[src/rtl/serial_addr.sv]
`default_nettype none
// ============================================================================
// Module   : serial_addr (with full_addr bit cell)
// Brief    : Bit-serial WIDTH-bit adder, LSB first, start/busy/done handshake.
// Revision : 1.0  initial release
// ============================================================================

module full_addr (
    input  logic a,
    input  logic b,
    input  logic ci,
    output logic sum,
    output logic carry
);
    assign sum   = a ^ b ^ ci;
    assign carry = (a & b) | (ci & (a ^ b));
endmodule

module serial_addr #(
    parameter int WIDTH = 8
) (
    input  logic             clk,
    input  logic             reset,
    input  logic             start,
    input  logic [WIDTH-1:0] a,
    input  logic [WIDTH-1:0] b,
    input  logic             ci,
    output logic             busy,
    output logic             done,
    output logic [WIDTH-1:0] sum,
    output logic             co
);
    localparam int                  c_CNT_W = $clog2(WIDTH + 1);
    localparam logic [c_CNT_W-1:0]  c_LAST  = c_CNT_W'(WIDTH - 1);
    localparam logic [c_CNT_W-1:0]  c_ONE   = c_CNT_W'(1);

    localparam logic [1:0] c_IDLE  = 2'd0;
    localparam logic [1:0] c_SHIFT = 2'd1;
    localparam logic [1:0] c_DONE  = 2'd2;

    logic [1:0]         r_state;
    logic [1:0]         w_next_state;
    logic [WIDTH-1:0]   r_sa;
    logic [WIDTH-1:0]   r_sb;
    logic [WIDTH-1:0]   r_sr;
    logic               r_c;
    logic [c_CNT_W-1:0] r_cnt;

    logic               w_bit_sum;
    logic               w_bit_carry;
    logic               w_accept;
    logic               w_last;
    logic [WIDTH:0]     w_sr_cat;
    logic [WIDTH-1:0]   w_sr_next;

    full_addr u_cell (
        .a     (r_sa[0]),
        .b     (r_sb[0]),
        .ci    (r_c),
        .sum   (w_bit_sum),
        .carry (w_bit_carry)
    );

    // New sum bit enters at the MSB; concatenation keeps WIDTH=1 legal.
    assign w_sr_cat  = {w_bit_sum, r_sr};
    assign w_sr_next = w_sr_cat[WIDTH:1];
    assign w_accept  = start && (r_state != c_SHIFT);
    assign w_last    = (r_cnt == c_LAST);

    always_ff @(posedge clk) begin
        if (reset) begin
            r_state <= c_IDLE;
        end else begin
            r_state <= w_next_state;
        end
    end

    always_comb begin
        w_next_state = r_state;
        case (r_state)
            c_IDLE:  if (start) w_next_state = c_SHIFT;
            c_SHIFT: if (w_last) w_next_state = c_DONE;
            c_DONE:  w_next_state = start ? c_SHIFT : c_IDLE;
            default: w_next_state = c_IDLE;
        endcase
    end

    always_comb begin
        busy = 1'b0;
        done = 1'b0;
        case (r_state)
            c_SHIFT: busy = 1'b1;
            c_DONE:  done = 1'b1;
            default: ;
        endcase
    end

    always_ff @(posedge clk) begin
        if (reset) begin
            r_sa  <= '0;
            r_sb  <= '0;
            r_sr  <= '0;
            r_c   <= 1'b0;
            r_cnt <= '0;
            sum   <= '0;
            co    <= 1'b0;
        end else if (w_accept) begin
            r_sa  <= a;
            r_sb  <= b;
            r_c   <= ci;
            r_cnt <= '0;
        end else if (r_state == c_SHIFT) begin
            r_sa  <= r_sa >> 1;
            r_sb  <= r_sb >> 1;
            r_sr  <= w_sr_next;
            r_c   <= w_bit_carry;
            r_cnt <= r_cnt + c_ONE;
            if (w_last) begin
                sum <= w_sr_next;
                co  <= w_bit_carry;
            end
        end
    end
endmodule

`default_nettype wire

[config.mk]
export PLATFORM = sky130hd
export DESIGN_NAME = serial_addr
export DESIGN_NICKNAME = d
export VERILOG_FILES = /design/src/rtl/serial_addr.sv
export SDC_FILE = /design/constraint.sdc
export NUM_CORES = 1
export LEC_CHECK = 0
export ABC_AREA = 1
export BUFFER_PORTS_ARGS = -buffer_cell sky130_fd_sc_hd__buf_4
export CAP_MARGIN = 15
export CORE_MARGIN = 4
export CORE_UTILIZATION = 35
export DETAILED_ROUTE_END_ITERATION = 8
export PLACE_DENSITY_LB_ADDON = 0.3
export SLEW_MARGIN = 20
export SYNTH_ARGS = -nofsm -noshare
export SYNTH_HDL_FRONTEND = slang
export SYNTH_SLANG_ARGS = --single-unit
export TNS_END_PERCENT = 50
[constraint.sdc]
create_clock -name clk -period 1.6 [get_ports clk]
set_input_delay 0.4 -clock clk [delete_from_list [all_inputs] [get_ports clk]]
set_output_delay 0.4 -clock clk [all_outputs]
set_load 0.01 [all_outputs]
==> results.md, run 1 <==
Placement:
- The global placement routability congestion is 0.820.
- Port buffering added 30 buffers.
- The final HPWL from detailed placement is 2.43 mm.
- Prior to clock tree synthesis, the placed netlist has a worst setup slack of 0.340 ns.

Drt:
- The number of detailed-routing iterations run before antenna repair is 4.
- The routed design has 3.43 mm of wire.
- The number of antenna-violating nets in the routed design is 0.
- Using the TritonRoute via totals, the vias-per-cell ratio works out to 4.53.
- The remaining routing DRC violations is 0.
- For this block, the via count after detailed routing is 1473.
- After detailed routing, the average wire length per cell comes to 10.6 um.
- The first-iteration detailed-routing DRC count is 100.

Final layout:
- Relative to the synthesized area, the layout overhead comes to 18.7%.
- The count of nets after finishing is 279.
- The number of antenna diodes in the final layout is 0.
- In the final layout, the share of cells above drive strength 1 is 0.205.
- At the end of the flow the core is filled with cells to 0.431.

Run status:
- The flow ran to the end, and the final reports show no timing, DRC or antenna violations.

Critical path:
- The largest fanout on the critical path is 7.
- The setup path with the least slack is of type register to primary output.
- STA puts the critical path data arrival time at 1.08 ns.
- At the worst endpoint, the required time is 1.20 ns.
- STA classifies the critical path endpoint as a primary output.
- STA classifies the critical path startpoint as a register.

Synth:
- The post-synth design cell area is 0.00172 mm^2.
- Counting every instance in the synthesized netlist gives 228.
- In this run, distinct cell masters in the synthesized netlist total 25.
- The net count after synthesis is 250.
- For this run, the register share of the synthesized area comes to 0.453.
- During synthesis, Yosys emitted a total of 0 warnings.
- The count of state elements after synthesis is 39.
- The mean instance size in the synthesized netlist is 7.56 um^2.

GRT:
- The overall global routing resource usage is 0.122.
- The number of antenna violations at the first check in global routing is 0.
- After global routing the overflow that remains totals 0.
- The wire length of the first global-routing pass is 5.98 mm.
- The number of global-route vias before repair came to 1380.
- The maximum number of pins on one net before global-route repair is 31.

Die:
- The floorplan step defined a die boundary enclosing 0.00611 mm^2.
- The die is 78.2 um wide.
- The number of top-level design ports is 31.
- The total area inside the core boundary comes to 0.00475 mm^2.
- From bottom edge to top edge, the die measures 78.2 um.
- For this configuration, the core starts out at a cell density of 0.363.
- The floorplan has 25 rows.

CTS:
- The number of H-tree levels is 2.
- The root buffer cell chosen for the clock tree is sky130_fd_sc_hd__clkbuf_8.
- The clock passes through at most 2 buffers.
- The clock tree from TritonCTS is built.
- Clock latency on the worst-skew pair, taken at its later pin, is 0.29 ns.
- After clock tree synthesis, the clock-pin slew on the worst setup and hold paths is 0.08 ns.
- The number of sinks driven by the clock tree is 39.
- Once the clock tree was built, the setup fixing pass inserted 0 buffers.
- Counting the buffers created by CTS gives 5.
- After clock tree synthesis, the flow added hold-fix buffers numbering 0.
- The number of gates resized after CTS was 0.

STA:
- The final number of hold-violating endpoints is 0.
- For the pin with the worst max-slew slack, the measured transition is 0.273 ns.
- The worst path needs 1.48 ns of the cycle, external delays included.
- Setup repair after global routing left no endpoint under its margin.
- Setup slack on the critical path of the routed design comes to 0.117 ns.
- The count of pins over their slew limit is 0.
- The worst pin sits at a relative slew slack of 0.818.
- For the final database, setup skew stands at 0.00881 ns.
- The highest clock rate is 675 MHz.
- Setup violations remaining at the end of the flow were counted as 0.
- The accumulated negative setup slack is 0 ns.
- Of the available clock period, the critical path in the final layout requires 0.927.

Power and ir drop:
- The worst-case IR drop observed on VDD is 0.393 mV.
- The reported leakage power is 0.977 nW.
- Dividing total power by cell area gives a power density of 936 mW/mm^2.

Hold path:
- The worst hold path belongs to the class input pin to register.

Flow run:
- Across the run, the number of max-cap violations was 0.
## cell type report
| class | instances | area [um^2] |
|---|---|---|
| Multi-Input combinational cell | 146 | 721 |
| Clock buffer | 6 | 72.6 |
| Fill cell | 524 | 2710 |
| Tap cell | 67 | 83.8 |
| Timing Repair Buffer | 35 | 263 |
| Inverter | 30 | 114 |
| Sequential cell | 39 | 781 |
| Clock inverter | 2 | 12.5 |
## sequential cells by signal, indices dropped and copies added, names as in the netlist
register / flops
r_c: 1
r_sb: 8
sum: 8
r_sr: 7
r_cnt: 4
r_state: 2
r_sa: 8
co: 1
## cells in the final DEF, fill, tap and decap left out
| cell | instances |
|---|---|
| sky130_fd_sc_hd__inv_1 | 27 |
| sky130_fd_sc_hd__nor2_2 | 1 |
| sky130_fd_sc_hd__dfxtp_1 | 39 |
| sky130_fd_sc_hd__inv_2 | 2 |
| sky130_fd_sc_hd__nor2_1 | 8 |
| sky130_fd_sc_hd__nand2_1 | 46 |
| sky130_fd_sc_hd__clkinv_2 | 2 |
| sky130_fd_sc_hd__nor3b_2 | 1 |
| sky130_fd_sc_hd__clkbuf_8 | 5 |
| sky130_fd_sc_hd__clkinvlp_4 | 1 |
| sky130_fd_sc_hd__nand3_1 | 56 |
| sky130_fd_sc_hd__clkbuf_1 | 1 |
| sky130_fd_sc_hd__nor2_4 | 1 |
| sky130_fd_sc_hd__a21oi_1 | 11 |
| sky130_fd_sc_hd__nand3_2 | 1 |
| sky130_fd_sc_hd__o21ai_0 | 8 |
| sky130_fd_sc_hd__or2_2 | 1 |
| sky130_fd_sc_hd__o21ai_2 | 1 |
| sky130_fd_sc_hd__nand2_4 | 1 |
| sky130_fd_sc_hd__nand2_2 | 1 |
| sky130_fd_sc_hd__ha_1 | 1 |
| sky130_fd_sc_hd__fa_1 | 1 |
| sky130_fd_sc_hd__buf_4 | 35 |
| sky130_fd_sc_hd__o21ai_1 | 6 |
| sky130_fd_sc_hd__a211oi_1 | 1 |
## synthesized netlist by cell type (all sizes together)
| master | n | area [um^2] |
|---|---|---|
| nand3 | 57 | 290 |
| nand2 | 48 | 190 |
| dfxtp | 39 | 781 |
| inv | 29 | 109 |
| o21ai | 15 | 78.8 |
| buf | 12 | 105 |
| a21oi | 11 | 55.1 |
| nor2 | 10 | 47.6 |
| a211oi | 1 | 7.51 |
| clkbuf | 1 | 3.75 |
| clkinv | 1 | 5.00 |
| fa | 1 | 20.0 |
| ha | 1 | 12.5 |
| nor3b | 1 | 12.5 |
| or2 | 1 | 6.26 |
## cell families after synthesis
kind of cell    after synthesis  synth area share
buf+inv                      43             0.129
simple gates                117             0.317
flops                        39             0.453
compound gates               27            0.0820
fa+ha+maj                     2            0.0189
## worst paths after layout
check | from | slack, ns | to | depth (start not counted)
hold reg to reg | r_sr[3] | 0.47 | r_sr[3] | 2
setup / recovery | r_state[0] | 0.12 | busy | 3
setup reg to reg | r_cnt[1] | 0.38 | co | 7
hold / removal | reset | 0.31 | r_state[0] | 2
## metrics by stage
step                      hold slack, ns  cell area (um^2)  total power [mW]  instances
after global routing               0.295              2050              2.03        325
final                              0.308              2050              1.92        325
after floorplan                    0.433              1720              1.24        228
after detailed placement           0.457              1960              1.30        317
after CTS                          0.300              2050              1.95        325
after global placement             0.460              1960              1.30        317
## report_power, final
part | leakage, nW | switching (mW) | internal [mW] | total (mW)
Clock | 0.0412 | 0.339 | 0.304 | 0.644
Sequential | 0.318 | 0.0251 | 1.02 | 1.04
Combinational | 0.617 | 0.134 | 0.0967 | 0.231
## critical path: stages, from the launching register on
cell	delay (ns)
sky130_fd_sc_hd__dfxtp_1	0.38
sky130_fd_sc_hd__nand2_2	0.13
sky130_fd_sc_hd__inv_2	0.14
sky130_fd_sc_hd__buf_4	0.14
## routing by layer
| metal | vias to the layer above | share of wire | routed length [um] | GRT usage |
|---|---|---|---|---|
| li1 | 791 | - | - | - |
| met1 | 641 | 0.49 | 1680 | 0.155 |
| met5 | - | 0 | 0 | 0 |
| met2 | 36 | 0.44 | 1520 | 0.189 |
| met3 | 5 | 0.053 | 181 | 0.0424 |
| met4 | 0 | 0.013 | 45 | 0.0490 |
(Power assumes the default switching activity.)
==> run 2: changes to the inputs <==
==> constraint.sdc (replaced) <==
create_clock -name clk -period 1.7 [get_ports clk]
set_input_delay 0.425 -clock clk [delete_from_list [all_inputs] [get_ports clk]]
set_output_delay 0.425 -clock clk [all_outputs]
set_load 0.01 [all_outputs]
==> results.md, run 2 (same netlist as run 1, synthesis figures left out) <==
Final layout:
- In the layout the commonest cells are 56 x sky130_fd_sc_hd__nand3_1, 46 x sky130_fd_sc_hd__nand2_1, 39 x sky130_fd_sc_hd__dfxtp_1, 35 x sky130_fd_sc_hd__buf_4, 27 x sky130_fd_sc_hd__inv_1.
- The signed area change from the synthesized netlist to the final layout is 21.5%.
- The largest registers in the layout are r_sa: 8 flops, r_sb: 8 flops, sum: 8 flops.
- The fill cell instance count of the final layout was 511 (-2.5%).
- The final core utilization was 0.441 (+0.0100).
- The non-filler instance count after layout was 325 (unchanged).
- The share of post-route cells with drive strength above 1 came to 0.205 (unchanged).
- The most common cell after layout, fill and taps aside is sky130_fd_sc_hd__nand3_1.
- The count of nets after finishing is 279 (unchanged).
- The count of inserted antenna diode cells is 0 (unchanged).

CTS:
- The number of buffers inserted during clock tree synthesis came to 5 (unchanged).
- The buffers inserted during post-CTS setup optimization is 0 (unchanged).
- TritonCTS built the clock tree.
- The clock network latency to the later pin of the worst-skew pair is 0.29 ns (about the same).
- The number of sinks driven by the clock tree was 39 (unchanged).
- The post-cts repair resize count is 0 (unchanged).
- The maximum buffer depth of the clock tree is 2 (unchanged).
- The number of H-tree levels is 2 (unchanged).
- In this run the clock root is driven by a sky130_fd_sc_hd__clkbuf_8.
- The clock edge transition at the registers on the reported setup and hold paths is 0.08 ns (about the same).
- The count of hold buffers inserted by post-cts repair is 0 (unchanged).

Drt:
- The remaining routing DRC violations is 0 (unchanged).
- The number of antenna-violating nets in the routed design is 0 (unchanged).
- The first-iteration detailed-routing DRC count is 100 (unchanged).
- The overall routed net length is 3.50 mm (+1.9%).
- The number of vias in the routed layout is 1495 (+1.5%).
- The number of vias per cell was 4.60 (+1.5%).
- The mean routed wirelength per cell is 10.8 um (+1.9%).
- The number of detailed-routing iterations run before antenna repair is 4 (unchanged).

Run status:
- The flow ran to the end, and the final reports show no timing, DRC or antenna violations.

STA:
- Setup repair after global routing left no endpoint under its margin.
- The worst setup skew after layout is 0.00566 ns (-0.00315 ns).
- The accumulated negative setup slack is 0 ns (unchanged).
- The final number of hold-violating endpoints is 0 (unchanged).
- The max-slew headroom at the worst pin is 0.791 (-0.0265).
- The slew at the pin with the worst max-slew slack is 0.313 ns (+0.0398 ns).
- The smallest clock period supported by the final layout is computed as 1.44 ns.
- The count of pins over their slew limit is 0 (unchanged).
- The ratio of final minimum period to clock period is 0.845.
- The final-report setup violation count was 0 (unchanged).
- The highest clock rate is 696 MHz.

GRT:
- The wire length of the first global-routing pass was 6.18 mm (+3.3%).
- The met3 track demand over resource in global routing is 0.0378 (-0.00459).
- met2 is the most crowded layer.
- The met1 demand-to-capacity share in global routing was 0.171 (+0.0159).
- The remaining global-route overflow was 0 (unchanged).
- The met2 global-route usage came to 0.187 (-0.00257).
- The number of antenna violations at the first check in global routing came to 0 (unchanged).
- The overall global routing resource usage came to 0.126 (+0.00396).
- The maximum number of pins on one net before global-route repair is 36 (+16%).
- The number of global-route vias before repair came to 1354 (-1.9%).

Critical path:
- The startpoint identified for the worst register-to-register timing path is r_cnt[0].
- The required time of the critical path is 1.27 ns (+0.07 ns).
- The endpoint arrival time on the critical path is 1.01 ns (-0.07 ns).
- The category of the worst setup path launch point is a register.
- The largest fanout on the critical path is 6 (-1).
- The sort of element at the end of the critical path is a primary output.
- The path type of the worst setup path is register to primary output.
- The start point of the critical path is r_state[1].

Flow run:
- The number of max-cap violations came to 0 (unchanged).

Die:
- The die outline height is 78.2 um (unchanged).
- The initial core utilization came to 0.363 (unchanged).
- The number of core rows is 25 (unchanged).
- The width of the die is 78.2 um (unchanged).
- The number of top-level design ports was 31 (unchanged).
- The die outline area is 0.00611 mm^2 (unchanged).
- The floorplan core area is 0.00475 mm^2 (unchanged).

Power and ir drop:
- The reported leakage power came to 1.00 nW (+2.5%).
- The power per standard cell area is 1000 mW/mm^2 (+7.3%).
- The largest vdd supply drop is 0.396 mV (+0.75%).
- The overall power is 2.10 mW (+9.8%).

Placement:
- The global placement routability congestion is 0.782 (-4.7%).
- The count of placed standard cells including taps was 317 (unchanged).
- The final HPWL from detailed placement is 2.50 mm (+2.7%).
- The count of buffers inserted at the top-level ports is 30 (unchanged).

Hold path:
- The launch point of the worst hold path is reset.
- The type of the most critical hold path is input pin to register.
[run 2: cell types whose count changed in the layout (fill, tap and decap cells not counted), sizes merged]
| cell | change |
|---|---|
| clkinvlp | -1 |
| bufinv | +2 |
| clkinv | -1 |
[run 2: per-layer routing]
layer | vias up | wire length, um
li1 | 794 | -
met1 | 659 | 1730
met2 | 34 | 1530
met3 | 8 | 177
met4 | 0 | 56
met5 | - | 0
[run 2: report_power, final]
group | internal (mW) | switching (mW) | leakage, nW
registers | 0.957 | 0.0237 | 0.318
clock network | 0.587 | 0.318 | 0.0654
logic | 0.0912 | 0.128 | 0.617
total | 1.63 | 0.470 | 1.00
[run 2: final timing paths]
check	end	cells after the start	slack [ns]
setup reg to reg	sum[7]	7	0.49
hold reg to reg	r_sa[7]	2	0.47
hold / removal	r_state[0]	2	0.35
setup / recovery	busy	4	0.26
[run 2: worst max-delay path: stages (launching register included)]
cell	delay, ns
sky130_fd_sc_hd__dfxtp_1	0.30
sky130_fd_sc_hd__inv_1	0.09
sky130_fd_sc_hd__nand2_2	0.08
sky130_fd_sc_hd__inv_2	0.11
sky130_fd_sc_hd__buf_4	0.13
[run 2: through the flow]
step	instance area [um^2]	hold WS, ns	worst slack (ns)
detailed placement	1960	0.457	0.406
global route	2090	0.329	0.173
CTS	2090	0.334	0.251
floorplan	1720	0.433	0.597
finish	2090	0.349	0.263
global placement	1960	0.460	0.412
[run 2: final cells by class]
cell class	instances	area [um^2]	area share
sequential	39	781	0.373
timing repair buffer	35	263	0.125
clock inverter	2	60.1	0.0287
tap	67	83.8	0.0400
clock buffer	6	72.6	0.0346
multi-input combinational	146	721	0.344
inverter	30	114	0.0544
==> run 3: changes to the inputs <==
--- a/config.mk
+++ b/config.mk
@@ -5,7 +5,7 @@
 export SDC_FILE = /design/constraint.sdc
 export NUM_CORES = 1
 export LEC_CHECK = 0
-export ABC_AREA = 1
+export ABC_AREA = 0
 export BUFFER_PORTS_ARGS = -buffer_cell sky130_fd_sc_hd__buf_4
 export CAP_MARGIN = 15
 export CORE_MARGIN = 4
==> constraint.sdc (replaced) <==
create_clock -name clk -period 1.31 [get_ports clk]
set_input_delay 0.3275 -clock clk [delete_from_list [all_inputs] [get_ports clk]]
set_output_delay 0.3275 -clock clk [all_outputs]
set_load 0.01 [all_outputs]
==> results.md, run 3 <==
Run status:
- The run finished with clean final reports.

Power and ir drop:
- The net switching share of the total power is 0.222 (-0.000950).
- The clock share of power is 0.426 (-0.004).
- The reported leakage power came to 0.897 nW (-10%).
- The net switching power is 0.621 mW (+32%).
- The power per standard cell area came to 1250 mW/mm^2 (+24%).
- The internal power of the cells is 2.17 mW (+33%).
- The relative contribution of combinational cells to total power was 0.116 (+0.012).
- The share of total power in sequential cells is 0.458 (-0.008).
- The largest vdd supply drop came to 0.764 mV (+93%).

Flow run:
- The number of max-cap violations is 0 (unchanged).

CTS:
- The clock network latency to the later pin of the worst-skew pair is 0.29 ns (about the same).
- The number of buffers inserted during clock tree synthesis is 5 (unchanged).
- The master cell of the clock root buffer is sky130_fd_sc_hd__clkbuf_8.
- The clock tree from TritonCTS is built.
- The count of hold buffers inserted by post-cts repair is 0 (unchanged).
- The number of sinks driven by the clock tree is 39 (unchanged).
- The maximum buffer depth of the clock tree is 2 (unchanged).
- The clock edge transition at the registers on the reported setup and hold paths is 0.08 ns (about the same).
- The number of H-tree levels came to 2 (unchanged).

Placement:
- The worst setup slack before clock tree synthesis came to 0.0626 ns (-0.344 ns).
- The final HPWL from detailed placement is 2.16 mm (-14%).
- The global placement routability congestion is 0.683 (-13%).
- The count of buffers inserted at the top-level ports came to 30 (unchanged).

Die:
- The floorplan core area is 0.00447 mm^2 (-5.9%).
- The number of core rows is 24 (-4.0%).
- The die outline area is 0.00595 mm^2 (-2.7%).
- The initial core utilization came to 0.374 (+0.0112).
- The width of the die came to 77.1 um (-1.3%).
- The number of top-level design ports is 31 (unchanged).
- The die outline height is 77.1 um (-1.3%).

Synth:
- In the synthesized netlist the dominant register cell turns out to be sky130_fd_sc_hd__dfxtp_1.
- By count the netlist is led by 39 x sky130_fd_sc_hd__dfxtp_1, 26 x sky130_fd_sc_hd__mux2i_1, 20 x sky130_fd_sc_hd__nand2b_1, 16 x sky130_fd_sc_hd__nor2_1.
- The net count after synthesis came to 196 (-22%).
- The count of flip-flops with a built-in enable after synthesis was 0 (unchanged).
- The area fraction of the dominant cell type after synthesis is 0.467 (+0.0139).
- The post-synth design cell area is 0.00167 mm^2 (-3.0%).
- The count of state elements after synthesis came to 39 (unchanged).
- The mean instance size in the synthesized netlist is 9.61 um^2 (+27%).
- By area the synthesized netlist is led by sky130_fd_sc_hd__dfxtp_1 47%, sky130_fd_sc_hd__mux2i_1 16%, sky130_fd_sc_hd__nand2b_1 7.5%.
- The total number of yosys warnings is 0 (unchanged).
- The share of synthesized area occupied by flip-flops and latches is 0.467 (+0.0139).
- The number of instances in the synthesized netlist is 174 (-24%).
- The share of flip-flops with an asynchronous set or reset is 0 (unchanged).
- The most common cell in the synthesized netlist is sky130_fd_sc_hd__dfxtp_1.
- The distinct cell type count of the synthesized netlist is 23 (-8.0%).
- The largest area contributor in the netlist is sky130_fd_sc_hd__dfxtp_1.

Drt:
- The mean routed wirelength per cell came to 13.0 um (+21%).
- The remaining routing DRC violations is 0 (unchanged).
- The number of vias per cell is 4.92 (+6.9%).
- The overall routed net length came to 3.46 mm (-0.92%).
- The first-iteration detailed-routing DRC count is 47 (-53%).
- The number of vias in the routed layout was 1308 (-13%).
- The number of antenna-violating nets in the routed design came to 0 (unchanged).
- The number of detailed-routing iterations run before antenna repair is 4 (unchanged).

Hold path:
- The type of the most critical hold path is input pin to register.
- The launch point of the worst hold path is reset.
- The cell depth of the worst hold path is 2 (unchanged).
- The path with the worst hold slack has its endpoint at r_sb[0].

Critical path:
- The largest fanout on the critical path was 4 (-2).
- The critical path goes through ha_4, nand3b_1, nor2_4, clkbuf_16, mux2i_1.
- The slack of the worst reg-to-reg path is 0.03 ns (-0.46 ns).
- The path type of the worst setup path is register to register.
- The endpoint arrival time on the critical path is 1.50 ns (+0.49 ns).
- The sort of element at the end of the critical path is a register.
- The required time of the critical path is 1.53 ns (+0.26 ns).
- The stage delay of the slowest cell on the critical path is 0.37 ns (+0.07 ns).
- The worst register-to-register path ends at sum[1].
- The category of the worst setup path launch point is a register.
- The startpoint of the worst-slack reg-to-reg timing path is r_cnt[1].
- The number of cells on the worst reg-to-reg path is 5 (-2).
- On the critical path, the stage with the largest delay is an instance of sky130_fd_sc_hd__dfxtp_2.

Final layout:
- The final core utilization was 0.500 (+0.0592).
- In the layout the commonest cells are 39 x sky130_fd_sc_hd__buf_4, 35 x sky130_fd_sc_hd__dfxtp_1, 26 x sky130_fd_sc_hd__mux2i_1, 19 x sky130_fd_sc_hd__nand2b_1, 16 x sky130_fd_sc_hd__nor2_1.
- The count of inserted antenna diode cells is 0 (unchanged).
- The most common cell after layout, fill and taps aside is sky130_fd_sc_hd__buf_4.
- The count of nets after finishing is 235 (-16%).
- Relative to the synthesized area, the layout overhead comes to 33.7%.
- In the final layout, the registers with the most flip-flops are r_sa: 8 flops, r_sb: 8 flops, sum: 8 flops.
- The share of post-route cells with drive strength above 1 is 0.304 (+0.0983).

STA:
- The minimum setup slack in the final design is 0.0317 ns (-0.232 ns).
- Of the available clock period, the critical path in the final layout requires 0.976.
- For this run, the top clock speed supported by timing is 782 MHz.
- The smallest clock period supported by the final layout is computed as 1.28 ns.
- Setup repair after global routing could not meet its margin everywhere.
- The final-report setup violation count was 0 (unchanged).
- The final number of hold-violating endpoints is 0 (unchanged).
- The max-slew headroom at the worst pin is 0.778 (-0.0138).
- The accumulated negative setup slack is 0 ns (unchanged).
- The worst setup skew after layout is 0.00815 ns (+0.00249 ns).
- The count of pins over their slew limit is 0 (unchanged).
- The slew at the pin with the worst max-slew slack is 0.334 ns (+0.0207 ns).
- The worst hold slack after final layout is 0.351 ns (+0.00154 ns).

GRT:
- The maximum number of pins on one net before global-route repair came to 28 (-22%).
- The remaining global-route overflow is 0 (unchanged).
- The number of global-route vias before repair is 1244 (-8.1%).
- The wire length of the first global-routing pass is 5.55 mm (-10%).
- The number of antenna violations at the first check in global routing is 0 (unchanged).
- The overall global routing resource usage is 0.115 (-0.0110).
==> run 3: stage by stage <==
step	instances	total power, mW	area (um^2)
final	266	2.79	2240
after global routing	266	2.92	2240
after CTS	263	2.83	2180
after detailed placement	252	1.61	2000
after global placement	252	1.61	2000
after floorplan	174	1.50	1670
==> run 3: layer usage <==
metal / global-route usage / wire, um / up-vias
met5: 0 / 0 / -
met4: 0.0480 / 43 / 0
met3: 0.0328 / 176 / 4
met2: 0.173 / 1500 / 29
met1: 0.154 / 1740 / 601
li1: - / - / 674
==> run 3: final cells by class <==
class | count | area, um^2
clock buffer | 5 | 68.8
clock inverter | 3 | 67.6
fill | 424 | 2240
inverter | 1 | 8.76
multi-input combinational | 121 | 848
sequential | 39 | 786
tap | 52 | 65.1
timing repair buffer | 45 | 392
==> run 3: cell families (layout without fill, tap and decap cells) <==
logic type,count (synthesis),in the layout,synth area share
simple gates,64,64,0.195
compound gates,28,28,0.111
flops,39,39,0.467
mux,27,27,0.165
buf+inv,14,54,0.0426
fa+ha+maj,2,2,0.0194
==> run 3: what timing repair did <==
| action | CTS | global route |
|---|---|---|
| setup buffers | 3 | 3 |
| hold endpoints to repair | 0 | 0 |
| pin swaps | 0 | 2 |
| endpoints found under the setup margin | 1 | 24 |
| resized for setup | 7 | 8 |
| gates cloned | 0 | 1 |
==> run 3: power by group through the flow <==
stage / Sequential, mW / Clock (mW) / Combinational [mW]
floorplan: 1.30 / 0 / 0.200
global placement: 1.30 / 0 / 0.306
detailed placement: 1.30 / 0 / 0.307
CTS: 1.28 / 1.22 / 0.328
global route: 1.29 / 1.27 / 0.362
finish: 1.28 / 1.19 / 0.323
==> run 3: how the worst max path moves through the flow <==
stage | to | from | cells after the start
floorplan | co | r_cnt[0] | 4
global placement | r_cnt[2] | r_state[1] | 4
detailed placement | co | r_cnt[1] | 5
CTS | busy | r_state[1] | 4
global route | sum[2] | r_cnt[1] | 5
finish | sum[1] | r_cnt[1] | 5
==> run 3: critical path: cells and delay by family (launching register included) <==
kind | cells | cell delay, ns
adders and majority gates | 1 | 0.14
buffers and inverters | 1 | 0.17
DFF | 1 | 0.37
muxes | 1 | 0.16
and+or+nand+nor | 2 | 0.37
